--- config.mk ---
export PLATFORM = sky130hd
export DESIGN_NAME = mem_port_arbiter
export DESIGN_NICKNAME = d
export VERILOG_FILES = /design/src/rtl/mem_port_arbiter.sv
export SDC_FILE = /design/constraint.sdc
export NUM_CORES = 1
export LEC_CHECK = 0
export BUFFER_PORTS_ARGS = -buffer_cell sky130_fd_sc_hd__buf_2
export CAP_MARGIN = 5
export CORE_AREA = 4 4 242 244
export CTS_BUF_LIST = sky130_fd_sc_hd__clkbuf_8
export CTS_CLUSTER_DIAMETER = 40
export DETAILED_ROUTE_END_ITERATION = 8
export DIE_AREA = 0 0 246 248
export PLACE_DENSITY = 0.51
export SLEW_MARGIN = 10
export SYNTH_ARGS = -nofsm -noshare
export SYNTH_HDL_FRONTEND = slang
export SYNTH_SLANG_ARGS = --single-unit
--- constraint.sdc ---
create_clock -name CLK -period 2.1 [get_ports CLK]
set_input_delay 0 -clock CLK [delete_from_list [all_inputs] [get_ports CLK]]
set_output_delay 0 -clock CLK [all_outputs]
set_load 0.05 [all_outputs]
--- src/rtl/mem_port_arbiter.sv ---
// mem_port_arbiter
//   Shares the RAM data port between Core0 and a DMA/debug requester.
//   Round-robin grant with a bounded lock for bursts, one issue stage that
//   drives the RAM, one response stage that returns the RAM result to the
//   requester that owns it. Fixed latency: accept N, mem_enable N+1, rsp N+2.
// Ports
//   CLK, RESET            clock, synchronous active-high reset
//   core_req_* / dma_req_*  request valid/lock/memo/mask/addr/data, ready out
//   core_rsp_* / dma_rsp_*  one-cycle response pulse with data and exception
//   mem_enable, mem_*       RAM data-port drive (from the issue register)
//   mem_resp, mem_exc       RAM result, combinational in the mem_enable cycle
module mem_port_arbiter #(
  parameter int LOCK_MAX = 4
) (
  input  logic        CLK,
  input  logic        RESET,
  input  logic        core_req_valid,
  input  logic        core_req_lock,
  input  logic [1:0]  core_req_memo,
  input  logic [7:0]  core_req_mask,
  input  logic [63:0] core_req_addr,
  input  logic [63:0] core_req_data,
  output logic        core_req_ready,
  output logic        core_rsp_valid,
  output logic [63:0] core_rsp_data,
  output logic        core_rsp_exc,
  input  logic        dma_req_valid,
  input  logic        dma_req_lock,
  input  logic [1:0]  dma_req_memo,
  input  logic [7:0]  dma_req_mask,
  input  logic [63:0] dma_req_addr,
  input  logic [63:0] dma_req_data,
  output logic        dma_req_ready,
  output logic        dma_rsp_valid,
  output logic [63:0] dma_rsp_data,
  output logic        dma_rsp_exc,
  output logic        mem_enable,
  output logic [1:0]  mem_memo,
  output logic [7:0]  mem_mask,
  output logic [63:0] mem_addr,
  output logic [63:0] mem_data,
  input  logic [63:0] mem_resp,
  input  logic        mem_exc
);

  // Owner encoding: 0 = core, 1 = dma
  localparam logic [2:0] LOCK_MAX_C = 3'(LOCK_MAX);

  logic       last_grant_q, last_grant_d;
  logic       lock_vld_q, lock_vld_d;
  logic       lock_own_q, lock_own_d;
  logic [2:0] lock_cnt_q, lock_cnt_d;

  logic        iss_vld_q, iss_own_q;
  logic [1:0]  iss_memo_q;
  logic [7:0]  iss_mask_q;
  logic [63:0] iss_addr_q, iss_data_q;

  logic        rsp_vld_q, rsp_own_q, rsp_exc_q;
  logic [63:0] rsp_data_q;

  logic gnt_core, gnt_dma, forced, accept, acc_own, acc_lock, own_valid;

  // Grant selection
  always_comb begin
    gnt_core = 1'b0;
    gnt_dma  = 1'b0;
    forced   = 1'b0;
    if (!RESET) begin
      if (core_req_valid && dma_req_valid) begin
        if (lock_vld_q) begin
          // Lock budget used up: hand the port to the waiting side
          if (lock_cnt_q == LOCK_MAX_C) begin
            forced   = 1'b1;
            gnt_core = lock_own_q;
            gnt_dma  = ~lock_own_q;
          end else begin
            gnt_core = ~lock_own_q;
            gnt_dma  = lock_own_q;
          end
        end else begin
          gnt_core = last_grant_q;
          gnt_dma  = ~last_grant_q;
        end
      end else begin
        gnt_core = core_req_valid;
        gnt_dma  = dma_req_valid;
      end
    end
  end

  assign accept    = gnt_core | gnt_dma;
  assign acc_own   = gnt_dma;
  assign acc_lock  = gnt_dma ? dma_req_lock : core_req_lock;
  assign own_valid = lock_own_q ? dma_req_valid : core_req_valid;

  // Lock / round-robin state update
  always_comb begin
    last_grant_d = last_grant_q;
    lock_vld_d   = lock_vld_q;
    lock_own_d   = lock_own_q;
    lock_cnt_d   = lock_cnt_q;
    if (accept) begin
      last_grant_d = acc_own;
      if (acc_lock && !forced) begin
        lock_vld_d = 1'b1;
        lock_own_d = acc_own;
        if (lock_vld_q && lock_own_q == acc_own)
          lock_cnt_d = (lock_cnt_q >= LOCK_MAX_C) ? LOCK_MAX_C : lock_cnt_q + 3'd1;
        else
          lock_cnt_d = 3'd1;
      end else begin
        lock_vld_d = 1'b0;
        lock_cnt_d = 3'd0;
      end
    end else if (lock_vld_q && !own_valid) begin
      // Owner dropped valid: release the lock
      lock_vld_d = 1'b0;
      lock_cnt_d = 3'd0;
    end
  end

  always_ff @(posedge CLK) begin
    if (RESET) begin
      last_grant_q <= 1'b1;
      lock_vld_q   <= 1'b0;
      lock_own_q   <= 1'b0;
      lock_cnt_q   <= 3'd0;
      iss_vld_q    <= 1'b0;
      iss_own_q    <= 1'b0;
      iss_memo_q   <= '0;
      iss_mask_q   <= '0;
      iss_addr_q   <= '0;
      iss_data_q   <= '0;
      rsp_vld_q    <= 1'b0;
      rsp_own_q    <= 1'b0;
      rsp_exc_q    <= 1'b0;
      rsp_data_q   <= '0;
    end else begin
      last_grant_q <= last_grant_d;
      lock_vld_q   <= lock_vld_d;
      lock_own_q   <= lock_own_d;
      lock_cnt_q   <= lock_cnt_d;
      iss_vld_q    <= accept;
      if (accept) begin
        iss_own_q  <= acc_own;
        iss_memo_q <= acc_own ? dma_req_memo : core_req_memo;
        iss_mask_q <= acc_own ? dma_req_mask : core_req_mask;
        iss_addr_q <= acc_own ? dma_req_addr : core_req_addr;
        iss_data_q <= acc_own ? dma_req_data : core_req_data;
      end
      rsp_vld_q <= iss_vld_q;
      if (iss_vld_q) begin
        rsp_own_q  <= iss_own_q;
        rsp_data_q <= mem_resp;
        rsp_exc_q  <= mem_exc;
      end
    end
  end

  // Outputs are gated with RESET so everything reads 0 while it is held,
  // including the cycle in which it is first asserted.
  logic iss_on, rsp_on;
  assign iss_on = iss_vld_q & ~RESET;
  assign rsp_on = rsp_vld_q & ~RESET;

  assign core_req_ready = gnt_core;
  assign dma_req_ready  = gnt_dma;

  assign mem_enable = iss_on;
  assign mem_memo   = iss_on ? iss_memo_q : '0;
  assign mem_mask   = iss_on ? iss_mask_q : '0;
  assign mem_addr   = iss_on ? iss_addr_q : '0;
  assign mem_data   = iss_on ? iss_data_q : '0;

  assign core_rsp_valid = rsp_on & ~rsp_own_q;
  assign core_rsp_data  = core_rsp_valid ? rsp_data_q : '0;
  assign core_rsp_exc   = core_rsp_valid & rsp_exc_q;
  assign dma_rsp_valid  = rsp_on & rsp_own_q;
  assign dma_rsp_data   = dma_rsp_valid ? rsp_data_q : '0;
  assign dma_rsp_exc    = dma_rsp_valid & rsp_exc_q;

endmodule

======== Yosys cells after proc, flatten, opt, wreduce, memory -nomap -nowiden ========
Index checks and enable logic that the tools add are counted.
word-level totals
  register bits after elaboration ......... 213
  output and inout port bits .............. 273
  word-level logic and storage cells ...... 69
operators by class
  add/subtract/negate cells ............... 1
  order comparisons ....................... 1
  eq/ne operators ......................... 2
  multiplexer cells ....................... 32
  bitwise logic cells ..................... 11
  reductions and logical operators ........ 8
operator list
  kind                                                           count
  64-bit two-way mux                                             6
  1-bit two-way mux                                              17
  8-bit two-way mux                                              2
  3-bit two-way mux                                              5
  1-bit AND                                                      6
  1-bit logical AND                                              4
  2-bit two-way mux                                              2
  1-bit inverter                                                 4
  3-bit by 1-bit adder with 3-bit output, second input constant  1
  3-bit equality test, second input constant                     1
  3-bit greater-or-equal comparator, second input constant       1
  1-bit logical NOT                                              2
  2-bit AND reduction                                            1
  2-bit nonzero test                                             1
  1-bit equality test                                            1
  1-bit OR                                                       1

======== Depth between registers and ports, before layout ========
  depth in word-level cells ............... 10
  depth in mapped cells ................... 11
  mapped depth without buffers ............ 8

======== Worst setup path after synthesis ========
No wires, ideal clock.
  path type ............................... reg-to-reg
  from .................................... register lock_cnt_q[0]
  to ...................................... register iss_addr_q[0]
  data arrival time ....................... 1,947 ps
  slack ................................... 16 ps
  cell stages (with the launch flop) ...... 12
  cells stage by stage .................... dfxtp_1 > inv_1 > ha_1 > and4_1 > a221oi_2 > nor2_1 > nor2b_1 > buf_4 > buf_12 > buf_6 > mux2i_1 > a211oi_1
on the way
  word-level cells in the longest chain between the ends .. 6
  elaborated cells on any way between the ends .. 11
ends and longest elaborated chain
  what                                            line     source
  from (decl)                                     52       logic [2:0] lock_cnt_q, lock_cnt_d;
  from (signal assigned)                          143      lock_cnt_q <= lock_cnt_d;
  3-bit equality test (*)                         73       if (lock_cnt_q == LOCK_MAX_C) begin
  1-bit two-way mux (*)                           73
  1-bit two-way mux (*)                           71       if (lock_vld_q) begin
  1-bit two-way mux (*)                           70       if (core_req_valid && dma_req_valid) begin
  1-bit two-way mux (*)                           69       if (!RESET) begin
  via dma_req_ready                               33       output logic dma_req_ready,
  64-bit two-way mux or 1-bit OR (tied branches)  149, 92
  to (signal assigned)                            149      iss_addr_q <= acc_own ? dma_req_addr : core_req_addr;
  to (decl)                                       57       logic [63:0] iss_addr_q, iss_data_q;
Mark *: on every way through the listed nets, which the timed path passes. The rest lies on a longest branch.
A chain may end at the register's enable or synchronous reset.

======== Final worst setup path ========
  from .................................... register lock_cnt_q[1]
  to ...................................... register iss_addr_q[49]
on the way
  word-level cells in the longest chain between the ends .. 6
  elaborated cells on any way between the ends .. 11
ends and longest elaborated chain
  what                                            line
  3-bit equality test (*)                         73
  1-bit two-way mux                               73
  1-bit two-way mux                               71
  1-bit two-way mux                               70
  1-bit two-way mux                               69
  64-bit two-way mux or 1-bit OR (tied branches)  149, 92
Mark *: on every way between the ends. The rest lies on a longest branch, timed or not.

==> run_results.csv <==
group,metric,value,unit
status,outcome,"complete, but fails checks",
status,violations,"setup timing",
logic_synthesis,synth_area_leaders,"dfxtp_1, mux2i_1, and2_1, a211oi_1, nor2_1",
finish,nNetsFinal,2563,
detailed_routing,highest_layer,"met4",
logic_synthesis,synth_edf_count,0,
timing,rsz0062_at_grt,"true",
logic_synthesis,synth.largest_area_cell,"dfxtp_1",
detailed_routing,totalWireLength,48100,µm
global_route,grt_pass1_wl,69000,µm
worst_setup_path,cp.depth,12,
global_route,track_usage,14.0,%
global_route,antenna_found_initial,4,
place,hpwl,29800,µm
cts,clock_tree.buffer_depth,3,
place,post-place-cells,2499,
logic_synthesis,syn_area_per_cell,8.96,µm²
finish,final_cells,3001,
global_route,overflow,0,
detailed_routing,drtIter0Drc,429,
die,fp.dieH,248,µm
worst_setup_path,worst_path_max_delay_cell,"dfxtp_2",
timing,setup_violations,120,
detailed_routing,wl_met3,3970,µm
worst_setup_path,path_delay_family,"buffers and inverters",
detailed_routing,drc,0,
logic_synthesis,ys_async_sr_fraction,0,%
place,io_buffers,619,
power_and_ir_drop,power.density,581,nW/µm²
detailed_routing,vias_per_cell,4.21,
worst_setup_path,crit_path_frequent_cell,"buf_12",
timing,fin_skew,0.0211,ns
timing,slew_viol_final,0,
power_and_ir_drop,vdd_drop_max,493,µV
timing,tightest_slew,0.667,ns
place,placed_area,14700,µm²
cts,clk_pin_slew,0.06,ns
timing,hold_viol,0,
logic_synthesis,synth.top_cell.area_share,40.0,%
timing,period_needed,2.23,ns
worst_setup_path,cpPeakStageDelay,0.33,ns
hold_path,hold_path.class,"in -> reg",
worst_setup_path,cp_cell_sequence,"inv_2, ha_4, and4_1, a221oi_2, nor2_2, nor2b_4, buf_4, buf_12, buf_16, buf_12, mux2i_4, a211oi_2",
detailed_routing,dr.pass1.iters,4,
hold_path,min_path_cells,4,
timing,max-slew-margin-rel,55.6,%
cts,cts_buffers,44,
logic_synthesis,netlist_area,10700,µm²
job,cap_viol_max_count,0,
die,fp-row-count,87,
detailed_routing,detail-route-antenna-nets,0,
worst_setup_path,arrival,2.65,ns
logic_synthesis,synth.distinct_cells,35,
logic_synthesis,syn_inst,1189,
global_route,grt_pass1_vias,13068,
cts,cts_max_level,2,
detailed_routing,m1WireLength,18500,µm
logic_synthesis,ys.flop_type,"dfxtp_1",
finish,fin_area,20700,µm²
worst_setup_path,crit_required,2.52,ns
die,core,56300,µm²
global_route,grt_max_degree,112,
logic_synthesis,yosysWarnings,0,
timing,finalCritPeriodShare,106,%
worst_setup_path,cp_num_buf_inv,5,
detailed_routing,post_drt_wl_per_cell,16.0,µm
place,place.gp.congestion,0.845,
logic_synthesis,yosysMostFrequentCell,"and2_1",
power_and_ir_drop,power,12.0,mW
power_and_ir_drop,p_leak,9.70,nW
detailed_routing,met2_length,23300,µm
worst_setup_path,critical_path_class,"reg -> reg",
worst_setup_path,r2r-start,"lock_cnt_q[1]",
cts,cts_tree,"yes",
detailed_routing,via_count,12628,
worst_setup_path,r2r_setup_slack,-0.13,ns
logic_synthesis,synth-seq-cells,213,
die,fp.dieArea,61000,µm²
die,ioPinCount,620,
hold_path,min_from,"mem_resp[8]",
timing,fmax,448,MHz
die,initial_core_util,18.9,%
worst_setup_path,reg2reg_depth,12,
finish,drive_gt1_share,36.9,%
timing,finalWorstSetupSlack,-0.130,ns
hold_path,hold_path_end,"rsp_data_q[8]",
cts,clk_latency,0.58,ns
worst_setup_path,end_kind,"flop",
logic_synthesis,syn_nets,1538,
cts,cts.sinks,213,
finish,area_growth,94.4,%
worst_setup_path,cp-start-kind,"flop",
logic_synthesis,ys_seq_area_share,40.0,%
cts,cts_root_buf,"clkbuf_8",
worst_setup_path,crit_path_max_fanout,7,
die,fp.dieW,246,µm
logic_synthesis,synth_common_cells,"and2_1, dfxtp_1, nor2_1",
worst_setup_path,regToRegEndpoint,"iss_addr_q[49]",
[how the worst max path moves through the flow]
stage                                 to          start
after global routing      iss_addr_q[58]  lock_cnt_q[1]
after detailed placement   iss_data_q[8]  lock_cnt_q[1]
after CTS                  dma_req_ready  lock_cnt_q[1]
after global placement    iss_addr_q[24]  lock_cnt_q[1]
final                     iss_addr_q[49]  lock_cnt_q[1]
after floorplan            iss_addr_q[0]  lock_cnt_q[0]
[flip-flops by register name, summed over array words and instances (netlist names)]
name / flops
iss_vld_q: 1
lock_vld_q: 1
rsp_exc_q: 1
iss_data_q: 64
last_grant_q: 1
iss_own_q: 1
iss_memo_q: 2
lock_cnt_q: 3
rsp_own_q: 1
lock_own_q: 1
iss_mask_q: 8
rsp_vld_q: 1
rsp_data_q: 64
iss_addr_q: 64
[area by class of cell]
class	count	area [µm²]
fillers	5445	35600
repair buffers	1087	8250
multi-input cells	862	6280
flip-flops and latches	213	4270
well taps	756	946
clock buffers	57	785
clock inverters	17	154
inverters	6	22.5
diodes	3	7.51
[layer usage]
| metal | global-route usage (%) | vias to the layer above |
|---|---|---|
| met2 | 24.3 | 594 |
| met1 | 15.1 | 5775 |
| met4 | 7.88 | 0 |
| met5 | 0 | - |
| met3 | 4.66 | 146 |
| li1 | - | 6113 |
[where the power goes]
group	switching [mW]	internal, mW	total, mW
logic	1.36	1.49	2.85
clock network	1.89	2.78	4.67
registers	0.168	4.35	4.51
[stage by stage]
stage | worst slack [ns] | hold WS, ns | util, % | setup TNS (ns)
after global routing | -0.219 | 0.178 | 36.8 | -19.30
after CTS | -0.122 | 0.148 | 35.8 | -6.96
after detailed placement | -0.138 | 0.243 | 26.2 | -8.65
after floorplan | 0.0161 | 0.147 | - | 0
after global placement | -0.0974 | 0.236 | 26.2 | -5.55
final | -0.130 | 0.217 | 36.8 | -6.00
[timing repair]
action,CTS,global route
buffers inserted,7,6
setup endpoints to repair,138,143
gates resized for setup,61,87
hold buffers,406,0
cloned,3,5
hold endpoints to repair,213,0
pin swaps,21,25
[worst min-delay path: stages]
cell and delay [ns]:
dlygate4sd3_1 0.52, buf_2 0.09, mux2i_1 0.05, nor2_1 0.07
[kinds of logic after synthesis]
kind of cell | count (synthesis) | synth area share [%]
AO/OA/AOI/OAI | 155 | 10.9
XOR/XNOR | 1 | 0.0822
adder cells (fa/ha/maj) | 2 | 0.235
buffers and inverters | 114 | 5.28
flip-flops | 213 | 40.0
multiplexers | 205 | 19.3
AND/OR/NAND/NOR | 499 | 24.3
[cells in the final DEF, fill, tap and decap left out, types with 5 or more instances in the layout]
cell type,instances
buf_4,19
dlygate4sd3_1,406
a211oi_2,17
nor2_1,208
a21oi_1,5
and2_1,268
mux2i_2,35
buf_12,30
mux2i_4,15
nand2_1,6
buf_2,611
a211oi_1,122
inv_1,13
clkbuf_8,57
buf_8,8
buf_6,5
dfxtp_1,210
mux2i_1,155
Power figures use the tool's default switching activity.
